`src/rtl/conv_pkg.sv`:
```
// Shared widths, frame constants and kernel presets for the 3x3 convolution
// stage.
//   PIX_W/COEF_W        : pixel width (unsigned) and coefficient width (signed)
//   PROD_W/ROW_W/SUM_W  : product, row-sum and total widths. They are sized so
//                         that no stage can overflow for 8-bit pixels and
//                         8-bit coefficients.
//   FRAME_PIX/CNT_W     : output pixels per 256x256 frame and counter width
//   KERN_*              : kernel presets. coef[0] is k1 (top-left) and
//                         coef[8] is k9 (bottom-right).
package conv_pkg;

    localparam int PIX_W     = 8;
    localparam int COEF_W    = 8;
    localparam int NTAP      = 9;
    localparam int PROD_W    = 17;
    localparam int ROW_W     = 19;
    localparam int SUM_W     = 21;
    localparam int SHIFT_W   = 3;
    localparam int FRAME_PIX = 65536;
    localparam int CNT_W     = 16;

    typedef logic [NTAP-1:0][COEF_W-1:0] kern_coefs_t;

    typedef struct packed {
        kern_coefs_t        coef;
        logic [SHIFT_W-1:0] shift;
    } kernel_t;

    // In the concatenations below the first element is k9 and the last is k1.
    localparam kernel_t KERN_IDENTITY = '{
        coef:  {8'sh00, 8'sh00, 8'sh00,
                8'sh00, 8'sh01, 8'sh00,
                8'sh00, 8'sh00, 8'sh00},
        shift: 3'd0
    };

    localparam kernel_t KERN_BOX = '{
        coef:  {8'sh01, 8'sh01, 8'sh01,
                8'sh01, 8'sh01, 8'sh01,
                8'sh01, 8'sh01, 8'sh01},
        shift: 3'd3
    };

    localparam kernel_t KERN_LAPLACE = '{
        coef:  {8'shFF, 8'shFF, 8'shFF,
                8'shFF, 8'sh08, 8'shFF,
                8'shFF, 8'shFF, 8'shFF},
        shift: 3'd0
    };

    // Horizontal gradient:
    //   [-1 0 1]
    //   [-2 0 2]
    //   [-1 0 1]
    localparam kernel_t KERN_SOBEL_X = '{
        coef:  {8'sh01, 8'sh00, 8'shFF,
                8'sh02, 8'sh00, 8'shFE,
                8'sh01, 8'sh00, 8'shFF},
        shift: 3'd0
    };

    // Saturate a signed total into the unsigned pixel range 0..255.
    function automatic logic [PIX_W-1:0] clamp_pix(input logic signed [SUM_W-1:0] v);
        logic [PIX_W-1:0] r;
        if (v < 0) begin
            r = '0;
        end else if (v > $signed(SUM_W'(255))) begin
            r = '1;
        end else begin
            r = v[PIX_W-1:0];
        end
        return r;
    endfunction

endpackage

```
`src/rtl/conv_sat_clip.sv`:
```
// Output conditioning for the convolution total. This block is purely
// combinational.
//   i_sum   : signed total (SUM_W bits)
//   i_shift : arithmetic right-shift amount, 0..7
//   o_pix   : result pixel after shift, optional |x| and clamp to 0..255
// When ABS_MODE is 1 the magnitude is taken before clamping, so strongly
// negative edge responses saturate high instead of going to zero.
module conv_sat_clip
    import conv_pkg::*;
#(
    parameter int ABS_MODE = 0
) (
    input  logic signed [SUM_W-1:0]   i_sum,
    input  logic        [SHIFT_W-1:0] i_shift,
    output logic        [PIX_W-1:0]   o_pix
);

    logic signed [SUM_W-1:0] w_shr;
    logic signed [SUM_W-1:0] w_mag;

    // The shift rounds toward minus infinity, so -1 >>> n stays at -1.
    assign w_shr = i_sum >>> i_shift;

    // Negating cannot overflow: |total| <= 9*255*128, which is far below 2^20.
    always_comb begin
        w_mag = w_shr;
        if ((ABS_MODE != 0) && w_shr[SUM_W-1]) begin
            w_mag = -w_shr;
        end
    end

    assign o_pix = clamp_pix(w_mag);

endmodule

```
`src/rtl/conv3x3_pipe.sv`:
```
// Three-stage pipelined 3x3 convolution sitting between the window memory
// and the result memory write port.
//   clk, rst_n        : clock and asynchronous active-low reset
//   soft_clr          : synchronous flush of the pipeline valids and the
//                       pixel counter
//   in_valid, pix1..9 : incoming window, row-major, pix5 is the centre
//   k1..k9, shift     : signed kernel and post-sum right shift. Both are
//                       sampled together with the window in stage 1.
//   pixel_out         : clamped result
//   out_valid         : write strobe for the downstream memory
//   pix_cnt           : index of the next output pixel in the frame
//   frame_done        : high together with the last pixel of a frame
// Pipeline: stage 1 forms the products, stage 2 forms the row sums, and
// stage 3 forms the total and conditions it. The result appears 3 cycles
// after the window is presented. There is no backpressure.
module conv3x3_pipe
    import conv_pkg::*;
#(
    parameter int PIX_W     = 8,
    parameter int COEF_W    = 8,
    parameter int FRAME_PIX = 65536,
    parameter int ABS_MODE  = 0
) (
    input  logic                     clk,
    input  logic                     rst_n,
    input  logic                     soft_clr,
    input  logic                     in_valid,
    input  logic        [PIX_W-1:0]  pix1,
    input  logic        [PIX_W-1:0]  pix2,
    input  logic        [PIX_W-1:0]  pix3,
    input  logic        [PIX_W-1:0]  pix4,
    input  logic        [PIX_W-1:0]  pix5,
    input  logic        [PIX_W-1:0]  pix6,
    input  logic        [PIX_W-1:0]  pix7,
    input  logic        [PIX_W-1:0]  pix8,
    input  logic        [PIX_W-1:0]  pix9,
    input  logic signed [COEF_W-1:0] k1,
    input  logic signed [COEF_W-1:0] k2,
    input  logic signed [COEF_W-1:0] k3,
    input  logic signed [COEF_W-1:0] k4,
    input  logic signed [COEF_W-1:0] k5,
    input  logic signed [COEF_W-1:0] k6,
    input  logic signed [COEF_W-1:0] k7,
    input  logic signed [COEF_W-1:0] k8,
    input  logic signed [COEF_W-1:0] k9,
    input  logic        [2:0]        shift,
    output logic        [PIX_W-1:0]  pixel_out,
    output logic                     out_valid,
    output logic        [CNT_W-1:0]  pix_cnt,
    output logic                     frame_done
);

    localparam logic [CNT_W-1:0] LAST_IDX = CNT_W'(FRAME_PIX - 1);

    logic        [PIX_W-1:0]   w_pix  [NTAP];
    logic signed [COEF_W-1:0]  w_coef [NTAP];
    logic signed [PROD_W-1:0]  w_prod [NTAP];
    logic signed [ROW_W-1:0]   w_row  [3];
    logic signed [SUM_W-1:0]   w_sum;
    logic        [PIX_W-1:0]   w_clip;
    logic                      w_last;

    logic signed [PROD_W-1:0]  r_prod [NTAP];
    logic        [SHIFT_W-1:0] r_shift1;
    logic                      r_v1;
    logic signed [ROW_W-1:0]   r_row  [3];
    logic        [SHIFT_W-1:0] r_shift2;
    logic                      r_v2;
    logic        [PIX_W-1:0]   r_pix_out;
    logic                      r_v3;
    logic        [CNT_W-1:0]   r_pix_cnt;

    assign w_pix[0] = pix1;
    assign w_pix[1] = pix2;
    assign w_pix[2] = pix3;
    assign w_pix[3] = pix4;
    assign w_pix[4] = pix5;
    assign w_pix[5] = pix6;
    assign w_pix[6] = pix7;
    assign w_pix[7] = pix8;
    assign w_pix[8] = pix9;

    assign w_coef[0] = k1;
    assign w_coef[1] = k2;
    assign w_coef[2] = k3;
    assign w_coef[3] = k4;
    assign w_coef[4] = k5;
    assign w_coef[5] = k6;
    assign w_coef[6] = k7;
    assign w_coef[7] = k8;
    assign w_coef[8] = k9;

    // Stage 1: multiply. The pixel is zero-extended and the coefficient is
    // sign-extended, both to the full product width, so the signed multiply
    // keeps exactly the bits that matter (|p| < 2^16).
    always_comb begin
        for (int i = 0; i < NTAP; i++) begin
            w_prod[i] = $signed({{(PROD_W-PIX_W){1'b0}}, w_pix[i]})
                      * $signed({{(PROD_W-COEF_W){w_coef[i][COEF_W-1]}}, w_coef[i]});
        end
    end

    always_ff @(posedge clk or negedge rst_n) begin
        if (!rst_n) begin
            for (int i = 0; i < NTAP; i++) begin
                r_prod[i] <= '0;
            end
            r_shift1 <= '0;
            r_v1     <= 1'b0;
        end else begin
            r_v1 <= in_valid && !soft_clr;
            if (in_valid) begin
                for (int i = 0; i < NTAP; i++) begin
                    r_prod[i] <= w_prod[i];
                end
                r_shift1 <= shift;
            end
        end
    end

    // Stage 2: row sums.
    always_comb begin
        for (int r = 0; r < 3; r++) begin
            w_row[r] = ROW_W'(r_prod[3*r])
                     + ROW_W'(r_prod[3*r+1])
                     + ROW_W'(r_prod[3*r+2]);
        end
    end

    always_ff @(posedge clk or negedge rst_n) begin
        if (!rst_n) begin
            for (int r = 0; r < 3; r++) begin
                r_row[r] <= '0;
            end
            r_shift2 <= '0;
            r_v2     <= 1'b0;
        end else begin
            r_v2 <= r_v1 && !soft_clr;
            if (r_v1) begin
                for (int r = 0; r < 3; r++) begin
                    r_row[r] <= w_row[r];
                end
                r_shift2 <= r_shift1;
            end
        end
    end

    // Stage 3: total, shift, optional magnitude, clamp.
    assign w_sum = SUM_W'(r_row[0]) + SUM_W'(r_row[1]) + SUM_W'(r_row[2]);

    conv_sat_clip #(
        .ABS_MODE (ABS_MODE)
    ) u_sat_clip (
        .i_sum   (w_sum),
        .i_shift (r_shift2),
        .o_pix   (w_clip)
    );

    // pixel_out only loads on valid data and holds its value through bubbles.
    always_ff @(posedge clk or negedge rst_n) begin
        if (!rst_n) begin
            r_pix_out <= '0;
            r_v3      <= 1'b0;
        end else begin
            r_v3 <= r_v2 && !soft_clr;
            if (r_v2) begin
                r_pix_out <= w_clip;
            end
        end
    end

    // Output pixel counter. frame_done is decoded from registered state only,
    // so it carries no glitch from the datapath.
    assign w_last = r_v3 && (r_pix_cnt == LAST_IDX);

    always_ff @(posedge clk or negedge rst_n) begin
        if (!rst_n) begin
            r_pix_cnt <= '0;
        end else if (soft_clr) begin
            r_pix_cnt <= '0;
        end else if (r_v3) begin
            r_pix_cnt <= w_last ? '0 : r_pix_cnt + 1'b1;
        end
    end

    assign pixel_out  = r_pix_out;
    assign out_valid  = r_v3;
    assign pix_cnt    = r_pix_cnt;
    assign frame_done = w_last;

endmodule
```
`config.mk`:
```
export PLATFORM = sky130hd
export DESIGN_NAME = conv3x3_pipe
export DESIGN_NICKNAME = d
export VERILOG_FILES = /design/src/rtl/conv_pkg.sv /design/src/rtl/conv_sat_clip.sv /design/src/rtl/conv3x3_pipe.sv
export SDC_FILE = /design/constraint.sdc
export NUM_CORES = 2
export LEC_CHECK = 0
export ABC_CLOCK_PERIOD_IN_PS = 6000
export BUFFER_PORTS_ARGS = -buffer_cell sky130_fd_sc_hd__buf_2
export CORE_ASPECT_RATIO = 1.2
export CORE_MARGIN = 4
export CORE_UTILIZATION = 38
export CTS_CLUSTER_DIAMETER = 50
export CTS_CLUSTER_SIZE = 24
export DETAILED_ROUTE_END_ITERATION = 10
export PLACE_DENSITY = 0.58
export SETUP_SLACK_MARGIN = 0.5
export SLEW_MARGIN = 0
export SYNTH_ARGS = -nofsm -noshare
export SYNTH_HDL_FRONTEND = slang
export SYNTH_HIERARCHICAL = 1
export SYNTH_SLANG_ARGS = --single-unit
export TNS_END_PERCENT = 10
```
`constraint.sdc`:
```
create_clock -name clk -period 6 [get_ports clk]
set_clock_uncertainty 0.15 [all_clocks]
set_input_delay 0.3 -clock clk [delete_from_list [all_inputs] [get_ports clk]]
set_output_delay 0.3 -clock clk [all_outputs]
set_load 0.02 [all_outputs]
```
==> results.txt <==
Outcome = complete, no violations
Number of global-route vias before repair = 25700
Cell leakage power = 18.6 nW
Post-synthesis adder-cell area fraction = 40.9%
IO Port Bufs = 176
CP peak stage delay = 0.56 ns
Seq pwr share = 15.5%
Setup crit end kind = flip-flop
Die width = 281 microns
Main flop type after synthesis = dfrtp_1
Buf/Inv on CP = 1
Slew margin rel. = 17.7%
Initial antenna violation count = 2
Final instance area = 37500 sq um
Post-Syn Area = 33900 sq um
Register area share after synthesis = 17.9%
DR WL/cell = 16.1 microns
Min Hold Slack = 0.0333 ns
Fill cell count = 8785
Mux cell area share after synthesis = 5.17%
Vias after detailed routing = 24600
Top Family by Delay on Critical Path = simple AND/OR/NAND/NOR gates
Sw Pwr = 9.63 mW
Xor/xnor share of the synthesized area = 3.07%
Synth area leaders = fa_1 24%, dfrtp_1 18%, ha_1 17%
Max Slew Vio Count = 0
Type of the worst min-delay path = in2reg
Compound-Gate Fraction of Synth Area = 9.99%
# IOs = 177
Final #Nets = 4767
Clk_lat worst skew = 0.56 ns
Synth Instances = 3568
CP Data Required Time = 6.27 ns
TritonCTS clock tree = yes
Clk slew on worst S/H paths = 0.06 ns
Gr ovfl total = 0
Vias/cell = 5.00
Final ANT Viol Nets = 0
Setup CP Type = reg2reg
# diodes = 0
Die Y = 335 microns
Cts hold-fix bufs = 17
Synthesized flop and latch total = 243
GR Util All Layers = 17.3%
CP arrival = 5.41 ns
Placed cell areas = 36100 sq um
RD Place Congestion = 0.826
Initial Util = 38.5%
Comb pwr share = 73.7%
RSZ-0062 raised after global routing = no
Max Cap Violations = 0
Synth Area in Simple Gates = 15.8%
Cell internal pwr = 10.1 mW
Largest family of logic cells by synthesized area = adder cells
FP Rows = 119
Clock H-tree levels = 2
Remaining DRCs = 0
Yosys top cell area share = 24.0%
Peak Freq = 195 MHz
Peak supply drop = 0.000417 V
Clk pwr share = 10.9%
Sw frac = 48.9%
Layout cells sized above 1 = 10.7%
PD cells = 525 nW/um^2
Final TNS setup = 0 ns
Die area = 94200 sq um
Clock buffers created by TritonCTS = 35
Largest area contributor in the netlist = fa_1
First-pass detailed-route iteration total = 5
WL final = 79400 microns
Post-DP HPWL = 65500 microns
Area delta synth->final = 10.4%
Critical-path maximum fanout = 8
Final cycle utilization of the critical path = 85.7%
Clock Tree Root = clkbuf_16
Most frequent cells in the layout = 582 x inv_1, 458 x ha_1, 407 x fa_1, 371 x and2_1, 263 x nand2_1
Syn Area/Cell = 9.51 sq um
Fin crit period = 5.14 ns
Most common cell after layout, fill and taps aside = inv_1
Startpoint types = flip-flop
Final setup vio count = 0
Slew @ Worst Pin = 1.22 ns
Final Hold Fails = 0
CP cell instances = fa_1 > ha_1 > inv_1 > fa_1 > nor2b_1 > o2111a_1 > o31ai_1 > o21ai_0 > xor2_1 > mux4_2 > or4_4 > nor4_4 > a221oi_1 > mux2_2
Ys async rst share = 100%
Post-CTS setup buffer count = 0
First-pass GRT wire length = 133000 microns
Clock sink count = 243
Worst path most repeated cell = fa_1
# resized after CTS = 0
Syn Nets = 4584
Warnings from Yosys = 6
Placeable Area = 88100 sq um
Netlist cell types = 72
DRT iter0 DRCs = 940
Post-synth EDFFs = 0
Slowest CP cell = fa_1
Largest net degree at the start of global routing = 105
CTS Buffer Depth = 3
-- power by group through the flow --
stage          Sequential, mW  Combinational (mW)  Clock, mW
2_1_floorplan            2.77                11.2          0
3_3_place_gp             3.10                14.3          0
3_5_place_dp             3.11                14.4          0
4_1_cts                  3.09                14.6       2.21
5_1_grt                  3.14                16.5       2.26
6_report                 3.04                14.5       2.14
-- kinds of logic after synthesis --
group | count (synthesis)
flip-flops | 243
buffers and inverters | 638
adder cells (fa/ha/maj) | 865
AO/OA/AOI/OAI | 520
XOR/XNOR | 119
AND/OR/NAND/NOR | 1029
multiplexers | 154
-- cells in the mapped netlist (6+ instances only) --
| master | count |
|---|---|
| dfrtp_1 | 243 |
| a21boi_0 | 8 |
| nor2_1 | 159 |
| mux2i_1 | 19 |
| a211oi_1 | 32 |
| nand4_1 | 16 |
| a211o_1 | 14 |
| and2_1 | 371 |
| nand2b_1 | 43 |
| ha_1 | 458 |
| nor2b_1 | 31 |
| xnor2_1 | 76 |
| fa_1 | 407 |
| o21ai_0 | 112 |
| or2_2 | 7 |
| mux2_2 | 131 |
| a21oi_1 | 143 |
| clkbuf_1 | 36 |
| nand3b_1 | 11 |
| o31ai_1 | 25 |
| o21bai_1 | 7 |
| nor3_1 | 35 |
| and3_1 | 14 |
| nand3_1 | 41 |
| inv_1 | 583 |
| nand2_1 | 263 |
| o21a_1 | 32 |
| a31o_2 | 7 |
| a21o_1 | 48 |
| buf_1 | 15 |
| a31oi_1 | 11 |
| or3_1 | 15 |
| o31a_1 | 6 |
| xor2_1 | 43 |
| o311ai_0 | 8 |
| o2111ai_1 | 7 |
| o211ai_1 | 21 |
-- path summary, 6_finish.rpt --
| check | slack, ns | start | end | depth (start not counted) |
|---|---|---|---|---|
| worst max-delay path | 0.86 | r_row[1] | pixel_out[1] | 14 |
| worst min-delay path | 0.03 | pix6[0] | r_prod[51] | 3 |
| worst max register to register | 0.86 | r_row[1] | pixel_out[1] | 14 |
| worst min register to register | 0.36 | pixel_out[2] | pixel_out[2] | 1 |
| max in group asynchronous | 4.12 | rst_n | r_prod[100] | 3 |
| min in group asynchronous | 0.13 | rst_n | r_prod[42] | 2 |
-- stage by stage --
step	util [%]	power, mW	instances	setup WS, ns
final	42.5	19.7	4926	0.861
after global routing	42.5	21.9	4926	0.556
after CTS	42.5	19.9	4926	0.895
after detailed placement	40.9	17.5	4846	0.957
after global placement	40.9	17.4	4846	0.986
after floorplan	-	14.0	3568	1.39
-- area by class of cell --
cell class              instances  area (sq um)  share of cell area [%]
multi-input cells            2687         25400                    67.8
repair buffers                201          1140                    3.04
clock buffers                  39           912                    2.43
flip-flops and latches        243          6080                    16.2
well taps                    1149          1440                    3.84
clock inverters                24           285                   0.761
inverters                     583          2190                    5.84
-- metal layers --
metal	global-route usage [%]	up-vias	wire, microns
met5	0	-	0
met1	21.2	12100	33700
met2	32.4	276	41500
met4	4.49	0	2240
li1	-	12100	-
met3	1.69	96	1900
-- state kept, by name (all words and copies together), names as in the netlist --
register / count
r_v2: 1
r_prod: 153
pixel_out: 8
r_shift2: 3
pix_cnt: 16
r_row: 57
r_v1: 1
out_valid: 1
r_shift1: 3
-- worst reg2reg max path, delay by kind of cell (launching register included) --
kind	cells	cell delay [ns]
AO/OA/AOI/OAI	4	0.98
XOR/XNOR	1	0.18
adder cells (fa/ha/maj)	3	1.18
buffers and inverters	1	0.06
flip-flops	1	0.40
multiplexers	2	0.84
AND/OR/NAND/NOR	3	1.24
(Power assumes the default switching activity.)
